File: src/rtl/out_port_uart_tx.sv
// Serial console stage for the CPU out-port: new Output_Data values are queued
// in a word FIFO and each word is sent as four 8N1 frames, low byte first.
module out_port_uart_tx #(
    parameter int CLKS_PER_BIT = 434,
    parameter int FIFO_DEPTH   = 4
) (
    input  logic                          Clock,
    input  logic                          Reset,
    input  logic [31:0]                   Output_Data,
    input  logic                          Run,
    output logic                          Tx,
    output logic                          Busy,
    output logic                          Overflow,
    output logic [$clog2(FIFO_DEPTH):0]   Depth
);

    localparam int DATA_W = 32;
    localparam int AW     = $clog2(FIFO_DEPTH);
    localparam int BW     = $clog2(CLKS_PER_BIT);

    localparam logic [BW-1:0] BAUD_LAST = BW'(CLKS_PER_BIT - 1);
    localparam logic [AW:0]   FULL_CNT  = (AW + 1)'(FIFO_DEPTH);

    localparam logic [1:0] S_IDLE  = 2'd0;
    localparam logic [1:0] S_START = 2'd1;
    localparam logic [1:0] S_DATA  = 2'd2;
    localparam logic [1:0] S_STOP  = 2'd3;

    // FIFO storage and change detector
    logic [DATA_W-1:0] mem_q [FIFO_DEPTH];
    logic [DATA_W-1:0] prev_q;
    logic [AW-1:0]     wr_ptr_q, wr_ptr_d;
    logic [AW-1:0]     rd_ptr_q, rd_ptr_d;
    logic [AW:0]       count_q, count_d;
    logic              ovf_q, ovf_d;

    // Transmitter state
    logic [1:0]        state_q, state_d;
    logic [BW-1:0]     baud_q, baud_d;
    logic [2:0]        bit_q, bit_d;
    logic [1:0]        byte_q, byte_d;
    logic [DATA_W-1:0] shift_q, shift_d;
    logic              tx_q, tx_d;
    logic              busy_q, busy_d;

    logic              push_req;
    logic              push_ok;
    logic              pop;
    logic              empty;
    logic              full;
    logic              baud_end;
    logic [4:0]        tx_idx;

    assign empty    = (count_q == '0);
    assign full     = (count_q == FULL_CNT);
    assign baud_end = (baud_q == BAUD_LAST);
    assign push_req = Run && (Output_Data != prev_q);
    // A full FIFO still accepts a word when the head leaves on the same edge.
    assign push_ok  = push_req && (!full || pop);

    always_comb begin
        wr_ptr_d = wr_ptr_q;
        rd_ptr_d = rd_ptr_q;
        count_d  = count_q;
        ovf_d    = ovf_q;
        if (push_ok) begin
            wr_ptr_d = wr_ptr_q + AW'(1);
        end
        if (pop) begin
            rd_ptr_d = rd_ptr_q + AW'(1);
        end
        if (push_ok && !pop) begin
            count_d = count_q + (AW + 1)'(1);
        end else if (pop && !push_ok) begin
            count_d = count_q - (AW + 1)'(1);
        end
        if (push_req && full && !pop) begin
            ovf_d = 1'b1;
        end
    end

    always_comb begin
        state_d = state_q;
        baud_d  = baud_q;
        bit_d   = bit_q;
        byte_d  = byte_q;
        shift_d = shift_q;
        tx_d    = tx_q;
        busy_d  = busy_q;
        pop     = 1'b0;
        tx_idx  = {byte_q, bit_q};
        case (state_q)
            S_IDLE: begin
                tx_d   = 1'b1;
                busy_d = 1'b0;
                if (!empty) begin
                    pop     = 1'b1;
                    shift_d = mem_q[rd_ptr_q];
                    byte_d  = 2'd0;
                    baud_d  = '0;
                    state_d = S_START;
                    tx_d    = 1'b0;
                    busy_d  = 1'b1;
                end
            end
            S_START: begin
                if (baud_end) begin
                    baud_d  = '0;
                    bit_d   = 3'd0;
                    tx_idx  = {byte_q, 3'd0};
                    tx_d    = shift_q[tx_idx];
                    state_d = S_DATA;
                end else begin
                    baud_d = baud_q + BW'(1);
                end
            end
            S_DATA: begin
                if (baud_end) begin
                    baud_d = '0;
                    if (bit_q == 3'd7) begin
                        tx_d    = 1'b1;
                        state_d = S_STOP;
                    end else begin
                        bit_d  = bit_q + 3'd1;
                        tx_idx = {byte_q, bit_q + 3'd1};
                        tx_d   = shift_q[tx_idx];
                    end
                end else begin
                    baud_d = baud_q + BW'(1);
                end
            end
            default: begin
                if (baud_end) begin
                    baud_d = '0;
                    if (byte_q != 2'd3) begin
                        byte_d  = byte_q + 2'd1;
                        tx_d    = 1'b0;
                        state_d = S_START;
                    end else if (!empty) begin
                        // Back-to-back words: next start bit follows this stop bit directly.
                        pop     = 1'b1;
                        shift_d = mem_q[rd_ptr_q];
                        byte_d  = 2'd0;
                        tx_d    = 1'b0;
                        state_d = S_START;
                    end else begin
                        tx_d    = 1'b1;
                        busy_d  = 1'b0;
                        state_d = S_IDLE;
                    end
                end else begin
                    baud_d = baud_q + BW'(1);
                end
            end
        endcase
    end

    always_ff @(posedge Clock) begin
        if (Reset) begin
            prev_q   <= '0;
            wr_ptr_q <= '0;
            rd_ptr_q <= '0;
            count_q  <= '0;
            ovf_q    <= 1'b0;
            state_q  <= S_IDLE;
            baud_q   <= '0;
            bit_q    <= 3'd0;
            byte_q   <= 2'd0;
            tx_q     <= 1'b1;
            busy_q   <= 1'b0;
        end else begin
            prev_q   <= Output_Data;
            wr_ptr_q <= wr_ptr_d;
            rd_ptr_q <= rd_ptr_d;
            count_q  <= count_d;
            ovf_q    <= ovf_d;
            state_q  <= state_d;
            baud_q   <= baud_d;
            bit_q    <= bit_d;
            byte_q   <= byte_d;
            tx_q     <= tx_d;
            busy_q   <= busy_d;
        end
    end

    always_ff @(posedge Clock) begin
        if (push_ok && !Reset) begin
            mem_q[wr_ptr_q] <= Output_Data;
        end
        shift_q <= shift_d;
    end

    assign Tx       = tx_q;
    assign Busy     = busy_q;
    assign Overflow = ovf_q;
    assign Depth    = count_q;

endmodule

File: config.mk
export PLATFORM = sky130hd
export DESIGN_NAME = out_port_uart_tx
export DESIGN_NICKNAME = d
export VERILOG_FILES = /design/src/rtl/out_port_uart_tx.sv
export SDC_FILE = /design/constraint.sdc
export NUM_CORES = 1
export LEC_CHECK = 0
export CAP_MARGIN = 20
export CORE_MARGIN = 10
export CORE_UTILIZATION = 60
export CTS_CLUSTER_DIAMETER = 50
export DETAILED_ROUTE_END_ITERATION = 10
export PLACE_DENSITY = 0.79
export SLEW_MARGIN = 15
export SYNTH_ARGS = -nofsm -noshare
export SYNTH_HDL_FRONTEND = slang
export SYNTH_SLANG_ARGS = --single-unit
File: constraint.sdc
create_clock -name Clock -period 6 [get_ports Clock]
set_clock_uncertainty 0.2 [all_clocks]
set_input_delay 1.2 -clock Clock [delete_from_list [all_inputs] [get_ports Clock]]
set_output_delay 1.2 -clock Clock [all_outputs]
set_load 0.02 [all_outputs]
## Yosys cells after proc, flatten, opt, wreduce, memory -nomap -nowiden

Memories as Yosys holds them, arrays and structs flattened. A register that Yosys moved wholly into a read port is not among the register bits.
Cells that the tools add are included.

- Div/mod/pow operators: 0
- $mul: 0
- Bitwise operators: 1
- Equal/unequal tests: 13
- $add $sub $neg: 7
- $lt $le $gt $ge: 2
- Multiplexer cells: 48
- Shifts and indexed selects: 0
- Reductions and logical operators: 25

Operators by type and width:

| kind | number |
|---|---|
| $mux W32 | 3 |
| $pmux W32 S2 | 1 |
| $ne A32 B32 Y1 | 1 |
| $mux W9 | 3 |
| $mux W2 | 10 |
| $mux W1 | 18 |
| $mux W3 | 5 |
| $lt A5 B6 Y1 const B | 2 |
| $ne A2 B2 Y1 const B | 6 |
| $add A9 B1 Y9 const B | 1 |
| $eq A9 B9 Y1 const B | 1 |
| $reduce_and A4 Y1 | 2 |
| $reduce_bool A2 Y1 | 4 |
| $logic_and A1 B1 Y1 | 7 |
| $add A2 B1 Y2 const B | 3 |
| $add A3 B1 Y3 const B | 2 |
| $eq A3 B3 Y1 const B | 2 |
| $pmux W2 S3 | 1 |
| $pmux W3 S2 | 1 |
| $reduce_and A3 Y1 | 2 |
| $bmux W1 S5 | 1 |
| $reduce_and A5 Y1 | 1 |
| $logic_not A1 Y1 | 4 |
| $pmux W1 S2 | 2 |
| other kinds (13) | 13 |

- Bits in read-only memories: 0
- Output and inout bits: 6
- RAM bits: 128
- Bits in latches: 0
- Memories kept: 1
- Register bits after elaboration: 90
- Word-level logic and storage cells: 109
- Input port bits: 35

Memories:

| name | depth | bits a word | rd ports | clocked after Yosys merged registers in | wr ports | RTL line | text |
|---|---|---|---|---|---|---|---|
| mem_q | 4 | 32 | 1 | 1 | 1 | 30 | `logic [DATA_W-1:0] mem_q [FIFO_DEPTH];` |

## Depth between registers and ports, before layout

- Depth after elaboration: 11
- Gate-level depth with buffers: 14
- Gate-level depth less buffers: 13

## Worst setup path after synthesis

Ideal clock, no wire load.

- Kind: input to register
- Start point: input Output_Data[17]
- End point: memory mem_q[0][0] (enable)
- Arrival time: 4.119 ns
- Data required time: 5.332 ns
- Path buffers: 0
- Library setup time: 0.468 ns
- Setup slack: 1.213 ns
- Cell stages on the path: 5
- Cell sequence: xor2_1 > nor4_1 > nand4_1 > o211ai_4 > nor3b_1

- Cells in the longest elaborated chain, start to end: 6

RTL lines:

| element | RTL line | text |
|---|---|---|
| start: declaration | 9 | `input logic [31:0] Output_Data,` |
| $ne A32 B32 Y1 | 57 | `assign push_req = Run && (Output_Data != prev_q);` |
| $logic_and A1 B1 Y1 | 57 |  |
| $logic_and A1 B1 Y1 | 59 | `assign push_ok = push_req && (!full \|\| pop);` |
| $logic_and A1 B1 Y1 | 187 | `if (push_ok && !Reset) begin` |
| $mux W1 | 187 |  |
| $mux W1 (implied by the code) | 188 | `mem_q[wr_ptr_q] <= Output_Data;` |
| end: declaration | 30 |  |

Every way passes these cells.

## Worst setup path in the final report

- Start point: input Output_Data[28]
- End point: register count_q[2] (netlist: Depth[2])

- Cells in the longest elaborated chain, start to end: 6
- Elaborated cells between the ends (all ways): 8
- Classes of those cells: eq/ne: 1; mux: 1; reduce/logical: 6

RTL lines:

| element | RTL line | text |
|---|---|---|
| $ne A32 B32 Y1 * | 57 |  |
| $logic_and A1 B1 Y1 * | 57 |  |
| $logic_and A1 B1 Y1 * | 59 |  |
| $logic_not A1 Y1 | 74 | `end else if (pop && !push_ok) begin` |
| $logic_and A1 B1 Y1 | 74 |  |
| $reduce_bool A2 Y1 (no line) | n/a |  |
| end signal: assignment | 175 | `count_q <= count_d;` |
| end: declaration | 34 | `logic [AW:0] count_q, count_d;` |

Mark *: on every way between the ends. The rest lies on a longest branch, timed or not.
A chain may end at the register's enable or synchronous reset.

==> results.md <==
- Counting flops and latches in the post-synthesis netlist gives 220.
- The routed design has 17.0 mm of wire.
- In this run the post-CTS setup repair buffer count came out at 0.
- The row count is 43.
- Leaving out fill and tap cells, the most frequent cells in the layout are sky130_fd_sc_hd__edfxtp_1, sky130_fd_sc_hd__dfxtp_1, sky130_fd_sc_hd__mux4_2.
- The signal on the critical path passes through clkdlybuf4s50_1 > xor2_1 > nor4_1 > nand4_1 > o211ai_4 > inv_6 > ha_1 > inv_1 > fa_1 > xor2_1 > or3_1 > a21oi_1.
- The maximum fanout encountered on the critical timing path is 6.
- In this run the tightest slew margin relative to its limit is 51.2%.
- The core box area is 14000 µm².
- The internal power component is 3.28 mW.
- Among all flip-flop cells after synthesis, the most frequent one is sky130_fd_sc_hd__edfxtp_1.
- The number of remaining DRC errors is 0.
- The setup total negative slack is 0 ps.
- The total count of hold-check failures in the final report came to 0.
- Setup repair after global routing left no endpoint under its margin.
- The proportion of total power due to net switching is 26.9%.
- The synthesized design contains 160 enable-type register cells.
- The count of hold buffers inserted by post-cts repair is 0.
- CTS built an H-tree with a depth of 1.
- For this design the top-level I/O count stands at 41.
- After the first detailed-routing iteration, the DRC count stood at 441.
- The routability congestion estimate from global placement is 0.772.
- For this design the static power due to leakage is 3.45 nW.
- The combinational family with the most area after synthesis is multiplexers.
- The number of antenna violations at the first check in global routing is 0.
- The basic-gate share of the synthesized area counting and, or, nand and nor cells is 7.99%.
- The endpoint required time on the critical path is 6230 ps.
- Derived from the worst setup path, the maximum achievable clock frequency is 0.246 GHz.
- After detailed routing, the number of vias per cell comes to 5.98.
- The analysis attributes to net switching a power of 1.21 mW.
- For the pin with the worst max-slew slack, the measured transition is 731 ps.
- In this run the vertical extent of the chip is 140 µm.
- Dividing the detail-routed wire length by the instance count gives 22.2 µm.
- The netlist area before placement is 8630 µm².
- The critical path data arrival time is 4300 ps.
- Counting the buffers created by CTS gives 24.
- The flow ran to the end, and the final reports show no timing, DRC or antenna violations.
- The sequential share of the synthesized area is 69.6%.
- Across all layers, the routed design uses 4571 vias.
- In this run, distinct cell masters in the synthesized netlist total 50.
- After clock tree synthesis, the repair step resized 0 gates.
- The TritonCTS clock tree is done.
- The maximum number of buffers from clock root to sink is 3.
- VDD sags by at most 0.000298 V.
- The worst setup path is captured at a flip-flop.
- The die covers 19600 µm².
- The count of input and output buffers is 40.
- The number of global-route vias before repair is 4859.
- The Yosys step of the flow raised 0 warnings.
- The first-pass GRT wire length is 27.1 mm.
- The max capacitance violation total is 0.
- After clock tree synthesis, the clock-pin slew on the worst setup and hold paths is 50 ps.
- After legalization and detailed placement, the total HPWL measured 9.87 mm.
- The synthesized netlist devotes 3.34% of its cell area to compound gates.
- In the final design database the tool counted 616 nets.
- The filler cell count is 862.
- The areal power density over the cells is 443 nW/µm².
- For this run, the slowest stage of the critical path takes 580 ps.
- The area growth from synthesis to layout is 17.4%.
- In the global route stage, overall resource usage came out at 17.3%.
- For this configuration, the core starts out at a cell density of 61.7%.
- Measured against the total synthesized area, the mux share comes to 11.7%.
- The detailed-router iteration count before antenna repair is 4.
- The count of final max-slew check failures came to 0.
- For this run the aggregate overflow at the end of global routing stands at 0.
- In this run the clock root is driven by a sky130_fd_sc_hd__clkbuf_16.
- The number of cells produced by synthesis is 512.
- The final worst-path cycle share is 67.8%.
- The clock sink total is 220.
- The setup violation total in the final timing report is 0.
- Of the total power, combinational logic draws 20.1%.
- The design draws 4.49 mW.
- The detail route stage leaves a number of antenna-violating nets equal to 0.
- The critical path is of the input pin to flip-flop type.
- The power share of the clock group is 35.2%.
- The power share of the sequential group is 44.6%.
- STA classifies the critical path startpoint as an input pin.
- The die boundary width is 140 µm.
- The synthesized-area fraction occupied by adder cells is 2.26%.
- The dominant cell type by count on the critical path is sky130_fd_sc_hd__xor2_1.
- The share of layout cells above drive strength 1 is 17.8%.
- Clock latency on the worst-skew pair, taken at its later pin, is 530 ps.
- The number of nets in the synthesized netlist is 562.
- For this run, asynchronously set or reset flops after synthesis account for 0%.
- The most frequent standard cell in the layout excluding fill and tap cells is sky130_fd_sc_hd__edfxtp_1.
- The cell at the slowest stage of the critical path is sky130_fd_sc_hd__clkdlybuf4s50_1.
- A synthesized cell averages 16.8 µm².
- The repair_antennas step left the layout with diodes totalling 0.
- The class of the tightest hold or removal check is flip-flop to flip-flop.
- The pin count of the biggest net entering global routing is 35.
- Summing the areas of all xor and xnor instances in the mapped netlist gives 3.66% of the synthesized area.
- For the finished layout, the period the worst path requires is 4070 ps.
worst max-delay path: cells and delay by family:
kind	cells	cell delay (ps)
AO/OA/AOI/OAI	2	550
adder cells (fa/ha/maj)	2	380
buffers and inverters	3	710
AND/OR/NAND/NOR	3	1200
XOR/XNOR	2	240
routing by layer:
layer | vias to the layer above | track usage, % | wire, µm
met5 | - | 0 | 0
met4 | 0 | 5.11 | 419
met3 | 33 | 3.45 | 918
met2 | 145 | 29.5 | 8620
met1 | 2308 | 21.8 | 7000
li1 | 2085 | - | -
sequential cells by signal (all words and copies together), names as in the netlist, named ones only:
signal    count
prev_q       32
shift_q      32
mem_q       128
Overflow      1
bit_q         3
baud_q        9
byte_q        2
Depth         3
rd_ptr_q      2
Busy          1
state_q       2
wr_ptr_q      2
Tx            1
through the flow:
| stage | utilization, % | hold WS, ps | instance area, µm² | cells | worst slack [ps] |
|---|---|---|---|---|---|
| 5_1_grt | 72.4 | 294 | 10100 | 764 | 1770 |
| 3_3_place_gp | 66.1 | 238 | 9250 | 720 | 1540 |
| 3_5_place_dp | 66.1 | 259 | 9250 | 720 | 1460 |
| 6_report | 72.4 | 259 | 10100 | 764 | 1930 |
| 2_1_floorplan | - | 249 | 8630 | 512 | 1210 |
| 4_1_cts | 72.4 | 268 | 10100 | 764 | 1940 |
area by class of cell:
cell class	instances	area (µm²)	share of cell area, %
clock buffers	28	636	6.28
clock inverters	16	241	2.39
inverters	9	38.8	0.383
multi-input cells	263	2520	24.9
flip-flops and latches	220	6010	59.3
well taps	180	225	2.22
repair buffers	48	455	4.50
cell usage after synthesis, types with 4 or more instances:
cell	n	area [µm²]
sky130_fd_sc_hd__inv_1	8	30.0
sky130_fd_sc_hd__xor2_1	36	315
sky130_fd_sc_hd__nor4_1	10	62.6
sky130_fd_sc_hd__nor2b_1	36	225
sky130_fd_sc_hd__o21ai_0	9	45.0
sky130_fd_sc_hd__nor3_1	4	20.0
sky130_fd_sc_hd__mux4_2	40	901
sky130_fd_sc_hd__nand2b_1	5	31.3
sky130_fd_sc_hd__clkbuf_1	12	45.0
sky130_fd_sc_hd__edfxtp_1	160	4800
sky130_fd_sc_hd__buf_2	6	30.0
sky130_fd_sc_hd__nand3_1	6	30.0
sky130_fd_sc_hd__mux2i_1	8	80.1
sky130_fd_sc_hd__dfxtp_1	60	1200
sky130_fd_sc_hd__or3_1	4	25.0
sky130_fd_sc_hd__nand2_1	6	22.5
sky130_fd_sc_hd__a21oi_1	17	85.1
sky130_fd_sc_hd__nor3b_1	6	45.0
sky130_fd_sc_hd__nor2_1	24	90.1
sky130_fd_sc_hd__ha_1	14	175
sky130_fd_sc_hd__nand3b_1	4	30.0
power groups by stage:
| stage | logic, mW | clock network, mW | registers [mW] |
|---|---|---|---|
| final | 0.904 | 1.58 | 2.00 |
| after global routing | 0.997 | 1.67 | 2.02 |
| after CTS | 0.913 | 1.60 | 2.00 |
| after detailed placement | 0.902 | 0 | 2.03 |
| after global placement | 0.878 | 0 | 2.02 |
| after floorplan | 0.636 | 0 | 2.02 |
final timing paths:
kind	start	end	slack, ps	cells past startpoint
setup / recovery	Output_Data[28]	Depth[2]	1930	12
hold reg to reg	Overflow	Overflow	260	2
hold / removal	Overflow	Overflow	260	2
setup reg to reg	state_q[0]	Depth[2]	2710	13
cell families after synthesis:
logic type,after synthesis
AND/OR/NAND/NOR,118
buffers and inverters,29
flip-flops,220
XOR/XNOR,36
multiplexers,50
AO/OA/AOI/OAI,44
adder cells (fa/ha/maj),15
Note: power is estimated with default switching activity, not from simulation.
